## src/rtl/spi_master_cfg.sv

```systemverilog
// Full-duplex SPI master with run-time CPOL/CPHA, bit order and slave select.
// Transfer framing: IDLE -> SETUP (CLK_DIV) -> XFER (2*DATA_W half-periods) -> HOLD (CLK_DIV).
module spi_master_cfg #(
  parameter int unsigned DATA_W  = 8,
  parameter int unsigned CLK_DIV = 4,
  parameter int unsigned NUM_SS  = 1,
  localparam int unsigned SEL_W  = (NUM_SS > 1) ? $clog2(NUM_SS) : 1
) (
  input  logic              clk,
  input  logic              rst_n,
  input  logic              start,
  input  logic [DATA_W-1:0] tx_data,
  input  logic [SEL_W-1:0]  ss_sel,
  input  logic              cpol,
  input  logic              cpha,
  input  logic              lsb_first,
  output logic              busy,
  output logic              done,
  output logic [DATA_W-1:0] rx_data,
  output logic              sclk,
  output logic              mosi,
  input  logic              miso,
  output logic [NUM_SS-1:0] ss_n
);

  localparam int unsigned DIV_W  = (CLK_DIV > 1) ? $clog2(CLK_DIV) : 1;
  localparam int unsigned EDGE_W = $clog2(2 * DATA_W + 1);
  localparam logic [DIV_W-1:0]  DIV_LAST  = DIV_W'(CLK_DIV - 1);
  localparam logic [EDGE_W-1:0] EDGE_LAST = EDGE_W'(2 * DATA_W - 1);

  typedef enum logic [1:0] {ST_IDLE, ST_SETUP, ST_XFER, ST_HOLD} state_e;

  state_e              state_q, state_d;
  logic [DIV_W-1:0]    div_q, div_d;
  logic [EDGE_W-1:0]   edge_q, edge_d;
  logic [DATA_W-1:0]   tx_sr_q, tx_sr_d;
  logic [DATA_W-1:0]   rx_sr_q, rx_sr_d;
  logic [DATA_W-1:0]   rx_data_q, rx_data_d;
  logic                busy_q, busy_d;
  logic                done_q, done_d;
  logic                sclk_q, sclk_d;
  logic                mosi_q, mosi_d;
  logic [NUM_SS-1:0]   ss_n_q, ss_n_d;
  logic                cpol_q, cpol_d;
  logic                cpha_q, cpha_d;
  logic                lsb_q, lsb_d;
  logic [SEL_W-1:0]    sel_q, sel_d;

  logic                tick;
  logic                leading;
  logic                tx_bit;
  logic [DATA_W-1:0]   tx_shift;
  logic [DATA_W-1:0]   rx_shift;

  // Out-of-range selects decode to all-inactive.
  function automatic logic [NUM_SS-1:0] ss_decode(input logic [SEL_W-1:0] sel);
    ss_decode = '1;
    for (int unsigned i = 0; i < NUM_SS; i++) begin
      if (32'(sel) == i) ss_decode[i] = 1'b0;
    end
  endfunction

  always_ff @(posedge clk) begin
    if (!rst_n) begin
      state_q   <= ST_IDLE;
      div_q     <= '0;
      edge_q    <= '0;
      tx_sr_q   <= '0;
      rx_sr_q   <= '0;
      rx_data_q <= '0;
      busy_q    <= 1'b0;
      done_q    <= 1'b0;
      sclk_q    <= 1'b0;
      mosi_q    <= 1'b0;
      ss_n_q    <= '1;
      cpol_q    <= 1'b0;
      cpha_q    <= 1'b0;
      lsb_q     <= 1'b0;
      sel_q     <= '0;
    end else begin
      state_q   <= state_d;
      div_q     <= div_d;
      edge_q    <= edge_d;
      tx_sr_q   <= tx_sr_d;
      rx_sr_q   <= rx_sr_d;
      rx_data_q <= rx_data_d;
      busy_q    <= busy_d;
      done_q    <= done_d;
      sclk_q    <= sclk_d;
      mosi_q    <= mosi_d;
      ss_n_q    <= ss_n_d;
      cpol_q    <= cpol_d;
      cpha_q    <= cpha_d;
      lsb_q     <= lsb_d;
      sel_q     <= sel_d;
    end
  end

  always_comb begin
    state_d   = state_q;
    div_d     = div_q;
    edge_d    = edge_q;
    tx_sr_d   = tx_sr_q;
    rx_sr_d   = rx_sr_q;
    rx_data_d = rx_data_q;
    busy_d    = busy_q;
    done_d    = 1'b0;
    sclk_d    = sclk_q;
    mosi_d    = mosi_q;
    ss_n_d    = ss_n_q;
    cpol_d    = cpol_q;
    cpha_d    = cpha_q;
    lsb_d     = lsb_q;
    sel_d     = sel_q;

    tick     = (div_q == DIV_LAST);
    leading  = ~edge_q[0];
    tx_bit   = lsb_q ? tx_sr_q[0] : tx_sr_q[DATA_W-1];
    tx_shift = lsb_q ? {1'b0, tx_sr_q[DATA_W-1:1]} : {tx_sr_q[DATA_W-2:0], 1'b0};
    rx_shift = lsb_q ? {miso, rx_sr_q[DATA_W-1:1]} : {rx_sr_q[DATA_W-2:0], miso};

    case (state_q)
      ST_IDLE: begin
        sclk_d = cpol;
        ss_n_d = '1;
        if (start) begin
          state_d = ST_SETUP;
          busy_d  = 1'b1;
          div_d   = '0;
          edge_d  = '0;
          rx_sr_d = '0;
          cpol_d  = cpol;
          cpha_d  = cpha;
          lsb_d   = lsb_first;
          sel_d   = ss_sel;
          ss_n_d  = ss_decode(ss_sel);
          // CPHA=0 presents the first bit before the leading edge.
          if (!cpha) begin
            mosi_d  = lsb_first ? tx_data[0] : tx_data[DATA_W-1];
            tx_sr_d = lsb_first ? (tx_data >> 1) : (tx_data << 1);
          end else begin
            tx_sr_d = tx_data;
          end
        end
      end
      ST_SETUP: begin
        sclk_d = cpol_q;
        ss_n_d = ss_decode(sel_q);
        div_d  = div_q + DIV_W'(1);
        if (tick) begin
          div_d   = '0;
          state_d = ST_XFER;
        end
      end
      ST_XFER: begin
        div_d = div_q + DIV_W'(1);
        if (tick) begin
          div_d  = '0;
          sclk_d = ~sclk_q;
          edge_d = edge_q + EDGE_W'(1);
          if (leading ^ cpha_q) rx_sr_d = rx_shift;
          if (cpha_q ? leading : (!leading && edge_q != EDGE_LAST)) begin
            mosi_d  = tx_bit;
            tx_sr_d = tx_shift;
          end
          if (edge_q == EDGE_LAST) state_d = ST_HOLD;
        end
      end
      ST_HOLD: begin
        sclk_d = cpol_q;
        div_d  = div_q + DIV_W'(1);
        if (tick) begin
          div_d     = '0;
          edge_d    = '0;
          state_d   = ST_IDLE;
          busy_d    = 1'b0;
          done_d    = 1'b1;
          ss_n_d    = '1;
          sclk_d    = cpol;
          rx_data_d = rx_sr_q;
        end
      end
      default: state_d = ST_IDLE;
    endcase
  end

  assign busy    = busy_q;
  assign done    = done_q;
  assign rx_data = rx_data_q;
  assign sclk    = sclk_q;
  assign mosi    = mosi_q;
  assign ss_n    = ss_n_q;

endmodule

```

## config.mk

```make
export PLATFORM = sky130hd
export DESIGN_NAME = spi_master_cfg
export DESIGN_NICKNAME = d
export VERILOG_FILES = /design/src/rtl/spi_master_cfg.sv
export SDC_FILE = /design/constraint.sdc
export NUM_CORES = 1
export LEC_CHECK = 0
export CORE_ASPECT_RATIO = 1.1
export CORE_MARGIN = 2
export CORE_UTILIZATION = 55
export DETAILED_ROUTE_END_ITERATION = 7
export MAX_ROUTING_LAYER = met4
export PLACE_DENSITY = 0.79
export SYNTH_ARGS = -nofsm -noshare
export SYNTH_HDL_FRONTEND = slang
export SYNTH_SLANG_ARGS = --single-unit
```

## constraint.sdc

```tcl
create_clock -name clk -period 2.3 [get_ports clk]
set_input_delay 0.46 -clock clk [delete_from_list [all_inputs] [get_ports clk]]
set_output_delay 0.46 -clock clk [all_outputs]
set_load 0.01 [all_outputs]
```

==> results.cfg <==
[cts]
cts.clk_slew.worst_paths_ps = 80
postCtsSetupBuffers = 0
cts_root_buf = clkbuf_8
htreeDepth = 2
cts_tree = yes
clock_path_buffers = 2
cts.sinks = 42
ctsResizeCount = 0
cts_buffers = 5
ctsHoldBuffers = 0
clk_latency_ps = 290

[floorplanning]
die_y_um = 71.9
die_x_um = 65.8
start_util_pct = 57.8
io-pin-count = 29
dieArea_um2 = 4730
core_area_um2 = 3990
rows = 24

[sta]
whs_ps = 457
slew_headroom_pct = 44.3
report.final.setup_viol = 0
slew_violations = 0
fmax_mhz = 470
max_slew.worst_pin.slew_ps = 834
setup-tns-final_ps = 0
skew_ps = 7.72
fin_crit_sh_pct = 92.6
hold_viol_final = 0
rsz0062_at_grt = false
setup_ws_ps = 170
post-route-min-period_ps = 2130

[power]
peakVddDrop_uv = 771
p_per_area_nw_per_um2 = 936
switching_share_pct = 36.1
power_frac_comb_pct = 40.4
clock_power_share_pct = 22.3
finalPower_mw = 2.60
p_leak_nw = 1.00
p_sw_mw = 0.937
p_seq_share_pct = 37.3
internal_power_mw = 1.66

[synthesis]
synth_seq_cells = 42
synthCells = 275
yosysWarnings = 0
ys_seq_area_share_pct = 36.4
synth.distinct_cells = 40
synth.avg_cell_area_um2 = 8.39
syn_nets = 300
netlist_area_um2 = 2310

[drt]
wirelength_um = 4980
vias = 1973
final_antenna_net_count = 0
detail_route.wl_per_cell_um = 13.9
drt_pass1_iterations = 4
drcViolationCount = 0
viasPerCell = 5.51
drt_iter0_markers = 133

[setup_path]
crit_path_max_fanout = 12
end_kind = flip-flop
path_cells = ha_1 -> and3_1 -> ha_1 -> or3b_1 -> a311oi_2 -> buf_4 -> a21bo_2 -> a21oi_2
start_kind = flip-flop
cp_common_cell = ha_1
cp.required_ps = 2470
cp_slowest_cell = or3b_1
crit_type = reg2reg
reg2reg_depth = 8
r2r_slack_ps = 170
max_stage_delay_ps = 360
worstPathArrival_ps = 2300

[place]
dp_hpwl_um = 3530
port_buffers = 28
place_ws_ps = 66.7
globalplace.congestion = 0.867

[layout]
fin_util_pct = 69.5
syn2layout_area_growth_pct = 20.3
layout.nets = 330
antenna_cells = 0
drive_above_1_share_pct = 16.0

[global_routing]
grt_first_pass_wirelength_um = 8560
grt_use_met3_pct = 5.27
antenna_found_initial = 0
grt_max_degree = 19
grt_usage_pct = 23.6
grt_overflow = 0
grt-busiest-layer = met2
use_met1_pct = 29.1
grt_pass1_vias = 1886
grt_use_met2_pct = 39.4

[status]
status = finished clean

[worst_hold_path]
holdPathStages = 2
hold_path_class = reg2reg

[job]
drv_cap = 0
-- cell usage in the layout, fill, tap and decap left out, types with 2 or more instances in the layout --
| cell type | Yosys | routed |
|---|---|---|
| mux2_2 | 22 | 22 |
| nand2_1 | 61 | 61 |
| clkbuf_8 | 0 | 5 |
| a31oi_1 | 2 | 2 |
| a21oi_1 | 24 | 24 |
| nand3b_1 | 3 | 3 |
| a21o_1 | 2 | 2 |
| mux2i_1 | 16 | 16 |
| a21oi_2 | 2 | 2 |
| buf_4 | 0 | 13 |
| nor2_1 | 8 | 8 |
| nand3_1 | 8 | 8 |
| inv_1 | 6 | 6 |
| ha_1 | 9 | 9 |
| dfxtp_1 | 42 | 42 |
| o32ai_1 | 2 | 2 |
| o21ai_0 | 13 | 13 |
| o21a_1 | 2 | 2 |
| and2_1 | 2 | 2 |
| nor3b_1 | 2 | 2 |
| nand2b_1 | 3 | 3 |
| o22ai_1 | 6 | 6 |
| nor3_1 | 3 | 3 |
| nor2b_1 | 5 | 5 |
| clkdlybuf4s50_1 | 0 | 28 |
-- final cells by class --
class / instances / area (um^2)
fill: 337 / 1220
sequential: 42 / 841
clock buffer: 6 / 72.6
timing repair buffer: 41 / 378
inverter: 6 / 22.5
multi-input combinational: 209 / 1360
clock inverter: 2 / 37.5
tap: 52 / 65.1
-- critical path, delay by kind of cell, from the launching register on --
| kind | cells | cell delay (ps) |
|---|---|---|
| compound gates | 3 | 510 |
| fa+ha+maj | 2 | 380 |
| buf+inv | 1 | 240 |
| flops | 1 | 330 |
| simple gates | 2 | 550 |
-- final timing paths --
path	start	end
max	edge_q[1]	mosi
min	edge_q[4]	edge_q[4]
max reg2reg	edge_q[1]	mosi
min reg2reg	edge_q[4]	edge_q[4]
-- synthesized netlist by cell type --
cell,number,area share [%]
a21bo_2,1,0.43
a21boi_0,1,0.33
a21o_1,2,0.65
a21oi_1,24,5.2
a21oi_2,2,0.76
a221oi_1,1,0.38
a22oi_1,1,0.33
a311oi_2,1,0.65
a31oi_1,2,0.54
and2_1,2,0.54
and3_1,1,0.27
buf_1,2,0.33
buf_2,7,1.5
buf_6,1,0.49
clkbuf_1,8,1.3
dfxtp_1,42,36
ha_1,9,4.9
inv_1,6,0.98
mux2_2,22,11
mux2i_1,16,6.9
nand2_1,61,9.9
nand2b_1,3,0.81
nand3_1,8,1.7
nand3b_1,3,0.98
nand4b_1,1,0.38
nor2_1,8,1.3
nor2b_1,5,1.4
nor3_1,3,0.65
nor3b_1,2,0.65
nor4_1,1,0.27
o2111ai_2,1,0.65
o21a_1,2,0.65
o21ai_0,13,2.8
o21ba_2,1,0.43
o22ai_1,6,1.6
o32ai_1,2,0.76
or2b_1,1,0.33
or3_1,1,0.27
or3b_1,1,0.38
or3b_2,1,0.38
-- cell families (layout without fill, tap and decap cells) --
| family | Yosys count | count (layout) | share of synthesized area (%) |
|---|---|---|---|
| DFF | 42 | 42 | 36.4 |
| buffers and inverters | 24 | 55 | 4.61 |
| adders and majority gates | 9 | 9 | 4.88 |
| muxes | 38 | 38 | 17.7 |
| and+or+nand+nor | 102 | 102 | 20.2 |
| AOI/OAI and AO/OA | 60 | 60 | 16.2 |
-- sequential cells by signal, summed over array words and instances, names as in the netlist, 2 cells and up --
signal,cells
edge_q,5
rx_sr_q,8
state_q,2
tx_sr_q,8
div_q,2
rx_data,8
-- power by group through the flow --
stage | combinational [mW] | sequential (mW) | clock (mW)
5_1_grt | 1.17 | 0.988 | 0.627
3_3_place_gp | 1.02 | 0.978 | 0
2_1_floorplan | 0.794 | 0.949 | 0
6_report | 1.05 | 0.971 | 0.579
3_5_place_dp | 1.05 | 0.984 | 0
4_1_cts | 1.05 | 0.968 | 0.597
-- per-layer routing --
layer | wire [um] | share of wire, %
met1 | 2260 | 45
met2 | 2560 | 51
met3 | 146 | 2.9
met4 | 22 | 0.44
met5 | 0 | 0
-- stage by stage --
stage / instance area, um^2 / cells
after global placement: 2670 / 350
after floorplan: 2310 / 275
after global routing: 2780 / 358
after detailed placement: 2670 / 350
after CTS: 2780 / 358
final: 2780 / 358
Power figures use the tool's default switching activity.
